--- config.mk ---
export PLATFORM = sky130hd
export DESIGN_NAME = weight_buff_sched
export DESIGN_NICKNAME = d
export VERILOG_FILES = /design/src/rtl/weight_buff_sched.sv
export SDC_FILE = /design/constraint.sdc
export NUM_CORES = 1
export LEC_CHECK = 0
export CAP_MARGIN = 10
export CORE_MARGIN = 5
export CORE_UTILIZATION = 55
export DETAILED_ROUTE_END_ITERATION = 10
export GPL_TIMING_DRIVEN = 1
export PLACE_DENSITY = 0.75
export SLEW_MARGIN = 20
export SYNTH_ARGS = -nofsm -noshare
export SYNTH_HDL_FRONTEND = slang
export SYNTH_SLANG_ARGS = --single-unit
--- constraint.sdc ---
create_clock -name clk -period 8 [get_ports clk]
set_input_delay 1.2 -clock clk [delete_from_list [all_inputs] [get_ports clk]]
set_output_delay 1.2 -clock clk [all_outputs]
set_load 0.02 [all_outputs]
--- src/rtl/weight_buff_sched.sv ---
// rtl/weight_buff_sched.sv - sequencer for one weight buffer: flush-load once, then replay per pass request
// A load is accepted only when the kernel fits the buffer; each accepted pass streams kernel_size^2 beats.
module weight_buff_sched #(
  parameter int BUFFER_DEPTH = 16,
  parameter int KS_WIDTH     = 8,
  parameter int PASS_WIDTH   = 8
) (
  input  logic                  clk,
  input  logic                  rstn,
  input  logic [KS_WIDTH-1:0]   kernel_size,
  input  logic [PASS_WIDTH-1:0] num_passes,
  input  logic                  load_start,
  input  logic                  pass_req,
  output logic                  pass_ack,
  output logic                  pass_done,
  output logic                  buf_flush,
  input  logic                  buf_flush_busy,
  output logic                  buf_en,
  input  logic                  buf_read_valid,
  output logic [KS_WIDTH-1:0]   buf_kernel_size,
  output logic                  weights_ready,
  output logic                  busy,
  output logic                  cfg_err
);

  localparam int KK_W   = 2 * KS_WIDTH;
  localparam int BEAT_W = $clog2(BUFFER_DEPTH + 1);

  typedef enum logic [2:0] {
    IDLE      = 3'd0,
    FLUSH     = 3'd1,
    WAIT_BUSY = 3'd2,
    WAIT_DONE = 3'd3,
    READY     = 3'd4,
    STREAM    = 3'd5
  } state_t;

  state_t                state, state_nxt;
  logic [KS_WIDTH-1:0]   ks_q;
  logic [PASS_WIDTH-1:0] np_q;
  logic [PASS_WIDTH-1:0] pass_cnt;
  logic [BEAT_W-1:0]     beat_cnt;
  logic                  err_q;

  logic [KK_W-1:0] kk_req;
  logic [KK_W-1:0] kk_cur;
  logic            cfg_ok;
  logic            idle_or_ready;
  logic            load_acc;
  logic            pass_go;
  logic            last_beat;
  logic            budget_spent;

  // Squares are formed at double width so oversized kernels can never alias into range.
  assign kk_req        = KK_W'(kernel_size) * KK_W'(kernel_size);
  assign kk_cur        = KK_W'(ks_q) * KK_W'(ks_q);
  assign cfg_ok        = (kk_req != '0) && (kk_req <= KK_W'(BUFFER_DEPTH));
  assign idle_or_ready = (state == IDLE) || (state == READY);
  assign load_acc      = idle_or_ready && load_start;
  assign pass_go       = (state == READY) && pass_req && !load_start;
  assign last_beat     = (state == STREAM) && buf_read_valid &&
                         ((KK_W'(beat_cnt) + KK_W'(1)) == kk_cur);
  assign budget_spent  = (np_q != '0) && ((pass_cnt + PASS_WIDTH'(1)) == np_q);

  always_ff @(posedge clk or negedge rstn) begin
    if (!rstn) state <= IDLE;
    else       state <= state_nxt;
  end

  always_comb begin
    state_nxt = state;
    case (state)
      IDLE:      if (load_start && cfg_ok) state_nxt = FLUSH;
      FLUSH:     state_nxt = WAIT_BUSY;
      WAIT_BUSY: if (buf_flush_busy) state_nxt = WAIT_DONE;
      WAIT_DONE: if (!buf_flush_busy) state_nxt = READY;
      READY: begin
        if (load_start && cfg_ok) state_nxt = FLUSH;
        else if (pass_go)         state_nxt = STREAM;
      end
      STREAM:    if (last_beat) state_nxt = budget_spent ? IDLE : READY;
      default:   state_nxt = IDLE;
    endcase
  end

  always_ff @(posedge clk or negedge rstn) begin
    if (!rstn) begin
      ks_q     <= '0;
      np_q     <= '0;
      pass_cnt <= '0;
      beat_cnt <= '0;
      err_q    <= 1'b0;
    end else begin
      if (load_acc) begin
        err_q <= !cfg_ok;
        if (cfg_ok) begin
          ks_q     <= kernel_size;
          np_q     <= num_passes;
          pass_cnt <= '0;
        end
      end
      if (pass_go)
        beat_cnt <= '0;
      else if ((state == STREAM) && buf_read_valid)
        beat_cnt <= beat_cnt + BEAT_W'(1);
      if (last_beat)
        pass_cnt <= pass_cnt + PASS_WIDTH'(1);
    end
  end

  assign pass_ack        = pass_go;
  assign buf_en          = pass_go;
  assign pass_done       = last_beat;
  assign buf_flush       = (state == FLUSH);
  assign buf_kernel_size = ks_q;
  assign weights_ready   = (state == READY);
  assign busy            = !idle_or_ready;
  assign cfg_err         = err_q;

endmodule

==> impl_results.md <==
* Synth top area share at roughly 17%
* Mean post-synth cell area at between 8 and 9 um2
* Post-Synthesis Cells at approximately 630
* GR Util met1 at 28.1%
* Cell taking the most area after synthesis: fa_1
* Post-route ant nets at 0
* PnR worst setup slack at ~0.76 ns
* Hold-critical path depth at 2
* Final hold violations at 0
* CP cell instances: and2_1 -> fa_1 -> inv_1 -> fa_1 -> fa_1 -> fa_1 -> inv_1 -> ha_1 -> nand3_1 -> a21oi_1 -> a211oi_2 -> o311a_1 -> mux2_2 -> nor4b_1 -> clkdlybuf4s50_1
* Slew margin rel. at 56.9%
* Starting Density at roughly 56%
* Critical Path Sink Type: output pin
* IO Count at 37
* Gr ovfl total at 0
* Routing usage on met2 at between 30% and 40%
* Final WL at approximately 12000 um
* Max clock buf depth at 2
* Clock slew seen by the registers of the worst setup and hold paths at roughly 0.07 ns
* Critical path type: reg2out
* Power Dens Cells at around 150 nW/um2
* Synth Register Bits at 33
* H-tree depth at 2
* Antenna violations before repair at 0
* First-pass DRT Iterations at 5
* Met3 usage at 2.35%
* Pre-CTS setup slack at about 0.77 ns
* Status: finished, final reports clean
* Number of inserted diodes at 0
* Largest net degree at the start of global routing at 34
* Sequential area share after synthesis at about 15%
* Fin Setup TNS at 0 ns
* First-pass GRT wire length at ~21000 um
* CTS root buf: clkbuf_8
* Area added between synthesis and finish at 10.1%
* CTS buffer count at 5
* F_max at between 0.1 and 0.15 GHz
* Max Fanout on Critical Path at 13
* Fill count at ~850
* Reg area at just over 800 um2
* DRC at 0
* Post-route insts no fill at a little under 800
* Overall die area at between 10000 and 15000 um2
* Crit share post-route at 90.5%
* Worst Skew at roughly 0.006 ns
* Cell area after synthesis at around 5400 um2
* CP max stage delay at 0.73 ns
* Reg2reg setup slack at roughly 1.9 ns
* Initial drt markers at between 200 and 250
* Post-synth top flop: dfrtp_1
* Placeable Area at roughly 9700 um2
* Synth Area in Simple Gates at between 20% and 30%
* # rows at 36
* Share of layout cells above drive strength 1 at roughly 7%
* Die X at approximately 110 um
* CTS-repair resized insts at 0
* Max IR drop VDD at 125 uV
* Async set or reset register ratio after synthesis at between 90% and 100%
* Largest family of logic cells by synthesized area: adder cells
* Final GP Congestion at 0.873
* Hold Path End: cfg_err
* Inst Count DP at just under 800
* Worst hold slack at between 0.5 and 0.6 ns
* CP arrival at 6.04 ns
* Layout Nets at around 780
* Final slew viol count at 0
* Multiplexer share of the synthesized area at roughly 5.6%
* Reg2Reg Depth at 16
* Vias at 4487
* CP most frequent cell: fa_1
* Synth Area in Adders at around 30%
* Post-Syn Nets at approximately 750
* Final setup vio count at 0
* Fin area at 5970 um2
* Leakage power at around 3 nW
* Chip Height at roughly 110 um
* Top Usage Layer GRT: met2
* Clk Latency, worst-skew pair at 0.28 ns
* Worst hold start: cfg_err
* Placement Cell Area at 5860 um2
* Post-CTS Setup Repair Bufs at 0
* Drt wl/cell at between 15 and 20 um
* Detail Placement HPWL at a little under 10000 um
* Post-synthesis cell type count at 64
* Number of global-route vias before repair at between 4000 and 5000
* Multi-input logic area at around 4200 um2
* Period minus WS final at between 7 and 8 ns
* Setup crit start kind: flip-flop
* Max_cap viols at 0
* Hold Buf Count CTS at 0
* Clock sinks at 33
* Compound-Gate Fraction of Synth Area at about an eighth
* Vias per Instance at about 5.7
* RSZ-0062 raised after global routing: false
* I/O Buffers at 36
* RR Endpoint: pass_cnt[6]
* Synth warn at 0
* CTS tree: yes
* Synth Area in XOR/XNOR at 7.10%
* Top post-synthesis cells by area: fa_1 17%, dfrtp_1 15%, ha_1 13%
* Worst slew pin tran at between 0.6 and 0.7 ns
* Tot GR Track Use at between 20% and 30%
* Hold Path Class: reg2reg
* CP Data Required Time at between 6 and 7 ns
* Post-synth EDFFs at 0
* Worst R2R Start: buf_kernel_size[2]
* Worst path slowest cell: clkdlybuf4s50_1
[cell type report]
cell class                 count  area share, %
clock buffer                   7           1.45
sequential                    33           13.8
inverter                      85           5.34
timing repair buffer          40           6.54
tap                          133           2.79
clock inverter                 1          0.503
multi-input combinational    485           69.6
[placed cells by master (no fill, tap or decap), types with 3 or more instances in the layout]
master | synthesis | layout
a211oi_1 | 8 | 8
a21o_1 | 9 | 9
a21oi_1 | 27 | 27
a31oi_1 | 9 | 9
and2_1 | 35 | 35
and3_1 | 4 | 4
and3b_1 | 3 | 3
buf_4 | 2 | 4
clkbuf_8 | 0 | 6
clkdlybuf4s50_1 | 0 | 36
dfrtp_1 | 33 | 33
fa_1 | 46 | 46
ha_1 | 57 | 57
inv_1 | 85 | 85
mux2_2 | 21 | 21
mux2i_1 | 5 | 5
nand2_1 | 45 | 45
nand2b_1 | 10 | 10
nand3_1 | 17 | 17
nand3b_1 | 4 | 4
nand4_1 | 9 | 9
nor2_1 | 29 | 29
nor2b_1 | 10 | 10
nor3_1 | 14 | 14
nor3b_1 | 5 | 5
nor4_1 | 9 | 9
nor4b_1 | 3 | 3
o211ai_1 | 3 | 3
o21a_1 | 4 | 4
o21ai_0 | 16 | 16
or2_2 | 4 | 4
xnor2_1 | 28 | 28
xor2_1 | 16 | 16
[sequential cells by signal (all words and copies together), names as in the netlist]
name	cells
pass_cnt	8
state	3
buf_kernel_size	8
cfg_err	1
np_q	8
beat_cnt	5
[metrics by stage]
step	util [%]	total power, mW
final	61.7	0.899
after CTS	61.7	0.898
after global placement	60.5	0.720
after global routing	61.7	0.977
after detailed placement	60.5	0.735
after floorplan	-	0.611
[metal layers]
| layer | up-vias | routed length, um |
|---|---|---|
| met5 | - | 0 |
| met4 | 0 | 282 |
| met3 | 23 | 481 |
| met2 | 120 | 5890 |
| met1 | 2170 | 5190 |
| li1 | 2174 | - |
[worst max-delay path, delay by kind of cell, from the launching register on]
kind / cells / cell delay, ns
AO/OA/AOI/OAI: 3 / 0.57
adder cells (fa/ha/maj): 5 / 2.46
flip-flops: 1 / 0.56
buffers and inverters: 3 / 0.82
multiplexers: 1 / 0.35
AND/OR/NAND/NOR: 3 / 0.97
[cells in the mapped netlist, types with 16 or more instances]
library cell / count
dfrtp_1: 33
nor2_1: 29
o21ai_0: 16
ha_1: 57
inv_1: 85
a21oi_1: 27
mux2_2: 21
xor2_1: 16
and2_1: 35
nand3_1: 17
nand2_1: 45
xnor2_1: 28
fa_1: 46
[worst max path at each step]
stage	from	end	slack [ns]
after CTS	buf_kernel_size[2]	pass_done	0.75
final	buf_kernel_size[2]	pass_done	0.76
after global routing	buf_kernel_size[2]	pass_done	0.45
after detailed placement	kernel_size[6]	pass_cnt[6]	0.77
after floorplan	buf_kernel_size[2]	pass_done	1.63
after global placement	kernel_size[2]	pass_cnt[1]	0.97
[kinds of logic (layout without fill, tap and decap cells)]
| kind of cell | after synthesis | count (layout) |
|---|---|---|
| adders and majority gates | 103 | 103 |
| DFF | 33 | 33 |
| muxes | 27 | 27 |
| and+or+nand+nor | 212 | 212 |
| xor gates and xnor gates | 44 | 44 |
| buffers and inverters | 110 | 133 |
| AOI/OAI and AO/OA | 99 | 99 |
[power by group]
| part | leakage (nW) | total [mW] | internal (mW) | switching (mW) |
|---|---|---|---|---|
| Clock | 0.0585 | 0.160 | 0.101 | 0.0588 |
| Combinational | 2.45 | 0.534 | 0.228 | 0.306 |
| Sequential | 0.446 | 0.205 | 0.180 | 0.0245 |
No activity file was read; power rests on OpenSTA's default activity.
